## config.mk

```make
export PLATFORM = sky130hd
export DESIGN_NAME = multicycle_control_fsm
export DESIGN_NICKNAME = d
export VERILOG_FILES = /design/src/rtl/multicycle_control_fsm_pkg.sv /design/src/rtl/multicycle_control_fsm.sv
export SDC_FILE = /design/constraint.sdc
export NUM_CORES = 1
export LEC_CHECK = 0
export BUFFER_PORTS_ARGS = -buffer_cell sky130_fd_sc_hd__buf_2
export CAP_MARGIN = 40
export CORE_AREA = 5 5 42 44
export DETAILED_ROUTE_END_ITERATION = 6
export DIE_AREA = 0 0 47 49
export PLACE_DENSITY = 0.85
export SYNTH_ARGS = -nofsm -noshare
export SYNTH_HDL_FRONTEND = slang
export SYNTH_SLANG_ARGS = --single-unit
```

## constraint.sdc

```tcl
create_clock -name clk -period 2.1 [get_ports clk]
set_input_delay 0.42 -clock clk [delete_from_list [all_inputs] [get_ports clk]]
set_output_delay 0.42 -clock clk [all_outputs]
set_load 0.01 [all_outputs]
```

## src/rtl/multicycle_control_fsm_pkg.sv

```systemverilog
// ctrl_pkg: shared state, opcode and datapath-select encodings for the multicycle RV32I control unit (macro ILLEGAL_TRAP_EN adds a TRAP state)
package ctrl_pkg;
  typedef enum logic [3:0] {
    S_FETCH, S_DECODE, S_MEMADR, S_MEMREAD, S_MEMWB, S_MEMWRITE,
    S_EXECR, S_EXECI, S_ALUWB, S_BEQ, S_JAL
`ifdef ILLEGAL_TRAP_EN
    , S_TRAP
`endif
  } state_t;
  localparam logic [6:0] OP_LOAD   = 7'b0000011;
  localparam logic [6:0] OP_STORE  = 7'b0100011;
  localparam logic [6:0] OP_RTYPE  = 7'b0110011;
  localparam logic [6:0] OP_ITYPE  = 7'b0010011;
  localparam logic [6:0] OP_BRANCH = 7'b1100011;
  localparam logic [6:0] OP_JAL    = 7'b1101111;
  localparam logic [1:0] ALUOP_ADD   = 2'b00;
  localparam logic [1:0] ALUOP_SUB   = 2'b01;
  localparam logic [1:0] ALUOP_FUNCT = 2'b10;
  localparam logic [1:0] RES_ALUOUT    = 2'b00;
  localparam logic [1:0] RES_DATA      = 2'b01;
  localparam logic [1:0] RES_ALURESULT = 2'b10;
  localparam logic [1:0] SRCA_PC    = 2'b00;
  localparam logic [1:0] SRCA_OLDPC = 2'b01;
  localparam logic [1:0] SRCA_RS1   = 2'b10;
  localparam logic [1:0] SRCB_RS2  = 2'b00;
  localparam logic [1:0] SRCB_IMM  = 2'b01;
  localparam logic [1:0] SRCB_FOUR = 2'b10;
endpackage

```

## src/rtl/multicycle_control_fsm.sv

```systemverilog
// multicycle_control_fsm: Moore main controller sequencing fetch/decode/execute/memory/writeback; inputs op, zero, mem_ready; outputs enables, mux selects, alu_op, instr_done (ILLEGAL_TRAP_EN adds illegal_instr)
module multicycle_control_fsm
  import ctrl_pkg::*;
(
  input  logic       clk,
  input  logic       rst_n,
  input  logic [6:0] op,
  input  logic       zero,
  input  logic       mem_ready,
  output logic       pc_write,
  output logic       adr_src,
  output logic       mem_write,
  output logic       ir_write,
  output logic [1:0] result_src,
  output logic [1:0] alu_src_a,
  output logic [1:0] alu_src_b,
  output logic [1:0] alu_op,
  output logic       reg_write,
  output logic       instr_done
`ifdef ILLEGAL_TRAP_EN
  ,
  output logic       illegal_instr
`endif
);
  state_t state, next;
  logic pc_update, branch, ir_w, mem_w, reg_w, done_next;
  always_ff @(posedge clk or negedge rst_n)
    if (!rst_n) begin
      state      <= S_FETCH;
      instr_done <= 1'b0;
    end else begin
      state      <= next;
      instr_done <= done_next;
    end
  always_comb begin
    next       = state;
    pc_update  = 1'b0;
    branch     = 1'b0;
    ir_w       = 1'b0;
    mem_w      = 1'b0;
    reg_w      = 1'b0;
    adr_src    = 1'b0;
    result_src = RES_ALUOUT;
    alu_src_a  = SRCA_PC;
    alu_src_b  = SRCB_RS2;
    alu_op     = ALUOP_ADD;
    case (state)
      S_FETCH: begin
        alu_src_b  = SRCB_FOUR;
        result_src = RES_ALURESULT;
        ir_w       = mem_ready;
        pc_update  = mem_ready;
        next       = mem_ready ? S_DECODE : S_FETCH;
      end
      S_DECODE: begin
        alu_src_a = SRCA_OLDPC;
        alu_src_b = SRCB_IMM;
        case (op)
          OP_LOAD, OP_STORE: next = S_MEMADR;
          OP_RTYPE:          next = S_EXECR;
          OP_ITYPE:          next = S_EXECI;
          OP_BRANCH:         next = S_BEQ;
          OP_JAL:            next = S_JAL;
`ifdef ILLEGAL_TRAP_EN
          default:           next = S_TRAP;
`else
          default:           next = S_FETCH;
`endif
        endcase
      end
      S_MEMADR: begin
        alu_src_a = SRCA_RS1;
        alu_src_b = SRCB_IMM;
        next      = (op == OP_LOAD) ? S_MEMREAD : S_MEMWRITE;
      end
      S_MEMREAD: begin
        adr_src = 1'b1;
        next    = mem_ready ? S_MEMWB : S_MEMREAD;
      end
      S_MEMWB: begin
        result_src = RES_DATA;
        reg_w      = 1'b1;
        next       = S_FETCH;
      end
      S_MEMWRITE: begin
        adr_src = 1'b1;
        mem_w   = 1'b1;
        next    = mem_ready ? S_FETCH : S_MEMWRITE;
      end
      S_EXECR: begin
        alu_src_a = SRCA_RS1;
        alu_op    = ALUOP_FUNCT;
        next      = S_ALUWB;
      end
      S_EXECI: begin
        alu_src_a = SRCA_RS1;
        alu_src_b = SRCB_IMM;
        alu_op    = ALUOP_FUNCT;
        next      = S_ALUWB;
      end
      S_ALUWB: begin
        reg_w = 1'b1;
        next  = S_FETCH;
      end
      S_BEQ: begin
        alu_src_a = SRCA_RS1;
        alu_op    = ALUOP_SUB;
        branch    = 1'b1;
        next      = S_FETCH;
      end
      S_JAL: begin
        alu_src_a = SRCA_OLDPC;
        alu_src_b = SRCB_FOUR;
        pc_update = 1'b1;
        next      = S_ALUWB;
      end
      default: next = state;
    endcase
  end
  // Only completed instructions retire; an illegal opcode leaving DECODE does not
  assign done_next = (next == S_FETCH) &&
                     (state inside {S_MEMWB, S_MEMWRITE, S_ALUWB, S_BEQ});
  // FETCH is the reset state and would otherwise follow mem_ready while rst_n is low
  assign pc_write  = rst_n & (pc_update | (branch & zero));
  assign ir_write  = rst_n & ir_w;
  assign mem_write = rst_n & mem_w;
  assign reg_write = rst_n & reg_w;
`ifdef ILLEGAL_TRAP_EN
  assign illegal_instr = rst_n & (state == S_TRAP);
`endif
endmodule

```

# ---- Word level (Yosys, flattened, before mapping)
# Index checks and enable logic that the tools add are counted.
dict set report totals {
  out_inout_bits 14
  word_cells 54
  reg_bits 5
}
dict set report classes {
  eq_ne 16
  n_bitwise 6
  mux 16
  reduce_logical 14
}
# op count
set op_table {}
lappend op_table {{$pmux W4 S7} 1}
lappend op_table {{$pmux W4 S5} 1}
lappend op_table {{$eq A4 B3 Y1 const B} 4}
lappend op_table {{$pmux W2 S2} 4}
lappend op_table {{$eq A7 B6 Y1 const B} 2}
lappend op_table {{$eq A7 B7 Y1 const B} 2}
lappend op_table {{$eq A4 B4 Y1 const B} 3}
lappend op_table {{$reduce_or A2 Y1} 6}
lappend op_table {{$mux W3} 3}
lappend op_table {{$reduce_or A3 Y1} 3}
lappend op_table {{$eq A4 B2 Y1 const B} 2}
lappend op_table {{$logic_not A4 Y1} 2}
lappend op_table {{$eq A7 B2 Y1 const B} 1}
lappend op_table {{$eq A7 B5 Y1 const B} 1}
lappend op_table {{$mux W1} 6}
lappend op_table {{$and A1 B1 Y1} 5}
lappend op_table {{$eq A4 B1 Y1 const B} 1}
lappend op_table {{$reduce_bool A4 Y1} 1}
lappend op_table {{$reduce_or A4 Y1} 1}
lappend op_table {{$pmux W1 S2} 1}
lappend op_table {{$logic_and A1 B1 Y1} 1}
lappend op_table {{$or A1 B1 Y1} 1}

# ---- Depth between registers and ports, before layout
# Gate-level depths: netlist of the first run.
dict set report depth {
  depth_word 6
  mapped_depth 5
}

# ---- Worst setup path before layout of the first run
# Ideal clock, no wire load.
dict set report synth_timing {
  path_type {reg2out}
  start {reg state[0]}
  end {out pc_write}
  slack_ns 0.378
  arrival_time_ns 1.302
  stages_incl_launch_ff 5
  n_path_buf 1
  path_cell_list {dfrtp_1 -> buf_2 -> nor4_2 -> and3_1 -> o21bai_1}
}
dict set report synth_via {
  elab_chain_cells 5
  word_cells_on_any_way 8
  cone_classes {2 x eq/ne; 2 x mux; 3 x bitwise; 1 x reduce/logical}
}
# element line
set synth_rtl {}
lappend synth_rtl {{start, declared} multicycle_control_fsm.sv:25} ;# state_t state, next;
lappend synth_rtl {{start signal, assigned} multicycle_control_fsm.sv:32} ;# state <= next;
lappend synth_rtl {{$eq A4 B4 Y1} multicycle_control_fsm.sv:47} ;# case (state)
lappend synth_rtl {{$mux W1} multicycle_control_fsm.sv:47}
lappend synth_rtl {{$and A1 B1 Y1} multicycle_control_fsm.sv:124} ;# assign pc_write = rst_n & (pc_update | (branch & zero));
lappend synth_rtl {{$or A1 B1 Y1 (*)} multicycle_control_fsm.sv:124}
lappend synth_rtl {{$and A1 B1 Y1 (*)} multicycle_control_fsm.sv:124}
lappend synth_rtl {{end, declared} multicycle_control_fsm.sv:10} ;# output logic pc_write,
# Every way passes the cells marked *; elsewhere a longest branch is shown, timed or not.

# ---- Worst setup path after layout of the first run
dict set report layout_timing {
  start {in rst_n}
  end {out pc_write}
}
dict set report layout_via {
  elab_chain_cells 1
}
# element line
set layout_rtl {}
lappend layout_rtl {{start, declared} multicycle_control_fsm.sv:6} ;# input logic rst_n,
lappend layout_rtl {{$and A1 B1 Y1} multicycle_control_fsm.sv:124}
# No other way between the ends.

==> metrics, run 1 <==
status=finished, final reports clean; antenna viol nets, final=0; # rows=14; Logic pwr share=57.8%; Worst Hold End=state[2]; endpoints failing hold=0; nets=116; RSZ-0062 raised after global routing=false; grt ovf=0; power consumption=745 uW; DR WL/cell=13.8 um; sw frac=46.4%; clock share of power=15.4%; FFs w/ async S/R, synth=100%; Initial DRT Pass Iterations=4; Hold Path Origin=op[4]; sequential share of the synthesized area=21.1%; Ports=25; Sequential Power Share=26.8%; Post-synth EDFFs=0; Yosys reg bits=5; Int Pwr=399 uW; WL final=1650 um; Psw=346 uW; most common cell after layout, fill and taps aside=buf_2; Syn Nets=91; Hold Path Cell Cnt=3; Syn Area/Cell=7.41 um2; clock skew=0.00506 ns; Die X=47 um; Tcrit/Tclk final=96.2%; worst-margin pin slew=0.322 ns; worst reg-to-reg path cell count=5; Yosys warning total=0; fmax=495 MHz; Max Root-Sink Buffers=2; Netlist Area Pre-Place=593 um2; Post-Synthesis Cells=80; setup_tns=0 ns; largest net degree at the start of global routing=19; CP Data Required Time=1.68 ns; Leak=0.367 nW; clock-pin slew of the registers on the worst-case setup and hold paths=0.05 ns; Placer Congestion=0.856; CTS Sinks=5; die area=2300 um2; r2r setup slk=0.69 ns; HPWL Detailed=1220 um; relative slew slack=78.5%; initial antenna violation count=0; Starting Density=42.3%; DRC viols=0; vias in the first global route=647; post-synth top area share=21.1%; Port-buffer cells=24; Root Buffer=clkbuf_4; die height=49 um; CTS tree=built; first-pass GRT wire length=2700 um; initial drt markers=23; crit start category=input port; min Tclk post-route=2.02 ns; worst skew pair latency=0.25 ns; htree depth=1; Critical R2R Launch=state[1]; top cell type by total area after synthesis=dfrtp_1; # setup viols final=0; R2R Path End=state[2]; arrival time at the worst endpoint=1.60 ns; commonest cells after routing, fill and taps aside=buf_2 (24), nor2_1 (8), a21oi_1 (7); Max-Cap Viols=0; max-slew violations=0; GRT Total Usage=15.7%; Synth-to-Final Area Change=27.0%; core area=1400 um2; postcts setup bufs=0; TritonCTS buffer count=3; worst vdd ir=0.443 mV; crit path kind=in -> out; Vias/cell=5.82; crit-path max FO=9; Power Density=989 nW/um2; crit path capture type=output pin; ys flop type=dfrtp_1; Via Count=698; share of post-route cells with drive strength above 1=37.5%; ant diodes=0; ranking of synthesized cells by area=dfrtp_1 (21%), a21oi_1 (5.9%), buf_2 (5.1%); Hold Crit Class=in -> reg; post-synth cell types=38
[metrics by stage]
stage / cell area, um2 / hold slack, ns / std cells / setup WS, ns / utilization (%)
floorplan: 593 / 0.124 / 80 / 0.378 / -
global placement: 714 / 0.258 / 115 / 0.404 / 51.0
detailed placement: 714 / 0.260 / 115 / 0.374 / 51.0
CTS: 751 / 0.483 / 120 / 0.0789 / 53.6
global route: 753 / 0.506 / 120 / 0.0318 / 53.8
finish: 753 / 0.488 / 120 / 0.0797 / 53.8
[cell type report]
type	instances	area, um2
flip-flops and latches	5	128
fillers	143	648
well taps	16	20.0
repair buffers	27	145
clock buffers	4	26.3
multi-input cells	66	427
inverters	2	7.51
[layer usage]
metal  part of all wire, %  GRT usage [%]  up-vias
met5                     0              0        -
met4                   1.3           9.68        0
met3                   6.9          0.369        2
met2                    51           24.9       32
met1                    41           20.0      320
li1                      -              -      344
[cell families after synthesis]
family / share of synthesized area (%)
compound gates: 27.0
flops: 21.1
buf+inv: 6.96
simple gates: 42.0
xor+xnor: 2.95
[state kept, by name, summed over array words and instances (netlist names)]
register / flops
state: 4
instr_done: 1
[power by group through the flow]
| stage | clock [mW] | sequential (mW) | combinational [mW] |
|---|---|---|---|
| 2_1_floorplan | 0 | 0.146 | 0.336 |
| 3_3_place_gp | 0 | 0.192 | 0.419 |
| 3_5_place_dp | 0 | 0.196 | 0.430 |
| 4_1_cts | 0.117 | 0.195 | 0.434 |
| 5_1_grt | 0.122 | 0.210 | 0.480 |
| 6_report | 0.115 | 0.199 | 0.430 |
[worst max-delay path by stage]
stage | start | end | slack [ns] | depth (start not counted)
final | rst_n | pc_write | 0.08 | 5
after detailed placement | state[2] | pc_write | 0.37 | 4
after global placement | state[2] | pc_write | 0.40 | 4
after CTS | rst_n | pc_write | 0.08 | 5
after global routing | rst_n | pc_write | 0.03 | 5
after floorplan | state[0] | pc_write | 0.38 | 4
[worst max-delay path, cell delays in order]
cell	delay (ns)
dlygate4sd3_1	0.53
buf_2	0.18
and3_1	0.19
o21bai_1	0.14
buf_2	0.14
[synth_stat cells (3+ instances only)]
cell and instances:
a31oi_1 4, nand2_1 4, buf_2 6, nor3_1 3, nand2b_1 3, and3_1 3, nor2_1 8, a21oi_1 7
o21ai_0 3, nor2b_1 3, dfrtp_1 5
[timing repair]
| item | CTS | global route |
|---|---|---|
| endpoints found under the hold margin | 3 | 0 |
| resized for setup | 0 | 2 |
| endpoints found under the setup margin | 0 | 3 |
| hold buffers | 1 | 0 |
(Power assumes the default switching activity.)
==> run 2, diff against run 1 <==
Settings changed: CTS_CLUSTER_SIZE set to 10, REMOVE_ABC_BUFFERS set to 1.
==> metrics, run 2 (same netlist as run 1, synthesis figures left out) <==
Max-Cap Viols=0 (unchanged); most common cell after layout, fill and taps aside=buf_2; vias in the first global route=605 (-6.5%); TritonCTS buffer count=3 (unchanged); Reg with most FFs=state; min Tclk post-route=1.99 ns (-0.0305 ns); Vias/cell=5.55 (-4.5%); nets=117 (+0.86%); Worst path slowest cell=dfrtp_2; Tcrit/Tclk final=94.8% (-1.5 points); commonest cells after routing, fill and taps aside=buf_2 (24), nor2_1 (8), a21oi_1 (7); Synth-to-Final Area Change=27.8%; max-slew violations=0 (unchanged); setup_tns=0 ns (unchanged); antenna viol nets, final=0 (unchanged); share of post-route cells with drive strength above 1=39.0% (+1.5 points); Regs by FF count=state (4), instr_done (1); GRT Total Usage=13.8% (-1.9 points); Port-buffer cells=24 (unchanged); worst vdd ir=0.418 mV (-5.7%); postcts setup bufs=0 (unchanged); # rows=14 (unchanged); worst skew pair latency=0.24 ns (about the same); die height=49 um (unchanged); critical path, cell by cell=nor2b_1 > nor3_1 > a211oi_1 > buf_2; crit path capture type=output pin; Max Root-Sink Buffers=2 (unchanged); grt ovf=0 (unchanged); worst-margin pin slew=0.370 ns (+0.0488 ns); initial antenna violation count=0 (unchanged); first-pass GRT wire length=2500 um (-7.7%); Power Density=993 nW/um2 (+0.40%); clock-pin slew of the registers on the worst-case setup and hold paths=0.04 ns (about the same); max reg flops=4 (unchanged); core area=1400 um2 (unchanged); fmax=503 MHz (+1.5%); HPWL Detailed=1240 um (+1.8%); RSZ-0062 raised after global routing=false; endpoints failing hold=0 (unchanged); Ports=25 (unchanged); CP Data Required Time=1.68 ns (about the same); relative slew slack=75.3% (-3.2 points); die area=2300 um2 (unchanged); worst reg-to-reg path cell count=4 (-1); power consumption=753 uW (+1.1%); Initial DRT Pass Iterations=4 (unchanged); Die X=47 um (unchanged); DRC viols=0 (unchanged); Leak=0.374 nW (+1.8%); crit-path max FO=16 (+7); DR WL/cell=12.8 um (-7.2%); WL final=1550 um (-6.5%); Core Util, Final=54.1% (+0.36 points); ant diodes=0 (unchanged); max incr delay on CP=0.52 ns (about the same); crit start category=register; largest net degree at the start of global routing=17 (-2); Placer Congestion=0.879 (+2.8%); Hold Crit Class=in -> async; crit path kind=reg -> out; status=finished, final reports clean; Root Buffer=clkbuf_4; htree depth=1 (unchanged); arrival time at the worst endpoint=1.57 ns (-0.03 ns); CTS tree=built; Via Count=672 (-3.7%); clock skew=0.00329 ns (-0.00178 ns); # setup viols final=0 (unchanged); hold_buf cts=0 (-1); Starting Density=42.3% (unchanged); initial drt markers=10 (-57%); CTS Sinks=5 (unchanged)
run 2: cell count changes in the layout (fill, tap and decap cells not counted):
cell,change
dlygate4sd3_1,-1
buf_4,+2
run 2: layer usage:
layer,vias up,part of all wire (%),track usage [%]
met5,-,0,0
met3,0,5.7,2.58
li1,344,-,-
met1,308,43,17.1
met4,0,0,1.38
met2,20,51,24.4
run 2: area by class of cell:
type	instances	area, um2
Multi-Input combinational cell	66	427
Sequential cell	5	128
Fill cell	141	643
Tap cell	16	20.0
Inverter	2	7.51
Clock buffer	4	26.3
Timing Repair Buffer	28	150
run 2: per-stage QoR:
step,hold WS [ns],setup slack [ns],instances,cell area [um2]
finish,0.00898,0.110,121,758
global route,0.0127,0.00979,121,758
CTS,0.00482,0.0762,121,757
detailed placement,0.263,0.246,117,729
global placement,0.261,0.357,117,729
floorplan,0.124,0.306,73,559
run 2: path summary, 6_finish.rpt:
check | slack [ns] | start | to
min in group clk | 0.54 | op[4] | state[2]
worst min-delay path | 0.009 | rst_n | instr_done
worst max-delay path | 0.11 | state[1] | alu_src_b[0]
worst min register to register | 0.64 | state[1] | instr_done
worst max register to register | 0.69 | state[1] | state[3]
max in group asynchronous | 1.91 | rst_n | state[1]
run 2: where the power goes:
part | switching, mW | internal, mW | total (mW)
combinational | 0.239 | 0.212 | 0.451
sequential | 0.0658 | 0.128 | 0.194
clock | 0.0366 | 0.0716 | 0.108
run 2: critical path, delay by kind of cell (launching register included):
family / cells / cell delay, ns
flip-flops: 1 / 0.52
AND/OR/NAND/NOR: 2 / 0.39
AO/OA/AOI/OAI: 1 / 0.25
buffers and inverters: 1 / 0.18
run 2: repair_timing:
item / 4_1_cts / 5_1_grt
setup endpoints to repair: 1 / 1
hold endpoints to repair: 0 / 0
resized for setup: 1 / 1
cloned: 0 / 0
==> run 3, diff against run 2 <==
--- a/config.mk
+++ b/config.mk
@@ -13,3 +13,3 @@
 export DIE_AREA = 0 0 47 49
-export PLACE_DENSITY = 0.85
+export PLACE_DENSITY = 0.84
 export REMOVE_ABC_BUFFERS = 1
--- a/constraint.sdc
+++ b/constraint.sdc
@@ -3,2 +3,2 @@
 set_output_delay 0.42 -clock clk [all_outputs]
-set_load 0.01 [all_outputs]
+set_load 0.02 [all_outputs]
==> metrics, run 3 (same netlist as run 1, synthesis figures left out) <==
share of post-route cells with drive strength above 1=39.4% (+0.38 points); dpl cells=116 (-0.85%); arrival time at the worst endpoint=1.55 ns (-0.02 ns); endpoints failing hold=0 (unchanged); GRT Total Usage=14.1% (+0.28 points); core area=1400 um2 (unchanged); HPWL Detailed=1230 um (-0.41%); nets=116 (-0.85%); crit path kind=reg -> out; TritonCTS buffer count=3 (unchanged); worst reg-to-reg path cell count=5 (+1); Ports=25 (unchanged); R2R Path End=state[2]; hold_buf cts=0 (unchanged); wl on met1=683 um (+3.2%); CTS tree=built; Power Density=1090 nW/um2 (+10%); worst vdd ir=0.373 mV (-11%); Reg with most FFs=state; die height=49 um (unchanged); DR WL/cell=12.7 um (-0.73%); Via Count=666 (-0.89%); Placer Congestion=0.866 (-1.6%); Die X=47 um (unchanged); Regs by FF count=state (4), instr_done (1); Vias/cell=5.55 (about the same); most common cell after layout, fill and taps aside=buf_2; clock skew=0.00683 ns (+0.00354 ns); status=finished, final reports clean; fmax=507 MHz (+0.98%); RSZ-0062 raised after global routing=false; grt ovf=0 (unchanged); vias in the first global route=597 (-1.3%); crit path capture type=output pin; CTS Sinks=5 (unchanged); initial antenna violation count=0 (unchanged); largest net degree at the start of global routing=19 (+2); crit start category=register; Critical R2R Launch=state[1]; max layer used=met3; antenna viol nets, final=0 (unchanged); crit-path max FO=8 (-8); max-slew violations=0 (unchanged); Hold Crit Class=in -> async; max reg flops=4 (unchanged); initial drt markers=11 (+1); r2r setup slk=0.70 ns (about the same); Root Buffer=clkbuf_4; relative slew slack=76.4% (+1.1 points); Max Root-Sink Buffers=2 (unchanged); setup_tns=0 ns (unchanged); WL final=1520 um (-1.6%); htree depth=1 (unchanged); DRC viols=0 (unchanged); die area=2300 um2 (unchanged); Synth-to-Final Area Change=28.3%; hold_ws=0.0134 ns (+0.00438 ns); clock-pin slew of the registers on the worst-case setup and hold paths=0.05 ns (about the same); # setup viols final=0 (unchanged); worst skew pair latency=0.24 ns (about the same); CP Data Required Time=1.68 ns (about the same); metal3 WL=89 um (+1.1%); first-pass GRT wire length=2590 um (+3.6%); Leak=0.370 nW (-0.99%); Initial DRT Pass Iterations=4 (unchanged); # rows=14 (unchanged); final std cells w/o fill=120 (-0.83%); commonest cells after routing, fill and taps aside=buf_2 (24), nor2_1 (8), a21oi_1 (7); Port-buffer cells=24 (unchanged); Tcrit/Tclk final=93.8% (-0.92 points); Max-Cap Viols=0 (unchanged); Core Util, Final=54.3% (+0.18 points); ant diodes=0 (unchanged); worst-margin pin slew=0.354 ns (-0.0165 ns); min Tclk post-route=1.97 ns (-0.0194 ns); Starting Density=42.3% (unchanged); met2 WL post-DR=747 um (-5.8%)
-- run 3: through the flow --
step / instance area (um2) / worst slack [ns] / total power [mW]
4_1_cts: 748 / 0.0270 / 0.817
3_3_place_gp: 722 / 0.335 / 0.698
2_1_floorplan: 559 / -0.0349 / 0.525
5_1_grt: 761 / 0.0229 / 0.899
3_5_place_dp: 722 / 0.286 / 0.707
6_report: 761 / 0.130 / 0.832
-- run 3: cell type report --
| class | instances | area, um2 |
|---|---|---|
| clock buffer | 4 | 26.3 |
| fill | 147 | 641 |
| inverter | 2 | 7.51 |
| multi-input combinational | 66 | 435 |
| sequential | 5 | 129 |
| tap | 16 | 20.0 |
| timing repair buffer | 27 | 143 |
-- run 3: power breakdown --
part	internal [mW]	switching (mW)
logic	0.216	0.295
registers	0.129	0.0832
clock network	0.0716	0.0366
-- run 3: timing repair --
action	in CTS	in global routing
buffers inserted	0	0
gates resized for setup	0	4
setup endpoints to repair	0	4
hold endpoints to repair	0	0
-- run 3: per-layer routing --
layer,up-vias,track usage (%)
met3,0,0.369
met5,-,0
li1,343,-
met4,0,2.76
met2,17,23.1
met1,306,20.0
-- run 3: worst max path at each step --
stage / from / endpoint
6_report: state[2] / pc_write
5_1_grt: state[2] / pc_write
4_1_cts: state[3] / pc_write
3_5_place_dp: state[3] / pc_write
3_3_place_gp: state[3] / pc_write
2_1_floorplan: state[2] / pc_write
-- run 3: critical path: stages, from the launching register on --
cell      delay (ns)
dfrtp_1         0.50
nor4_4          0.32
and3_1          0.19
o21bai_1        0.11
buf_2           0.19
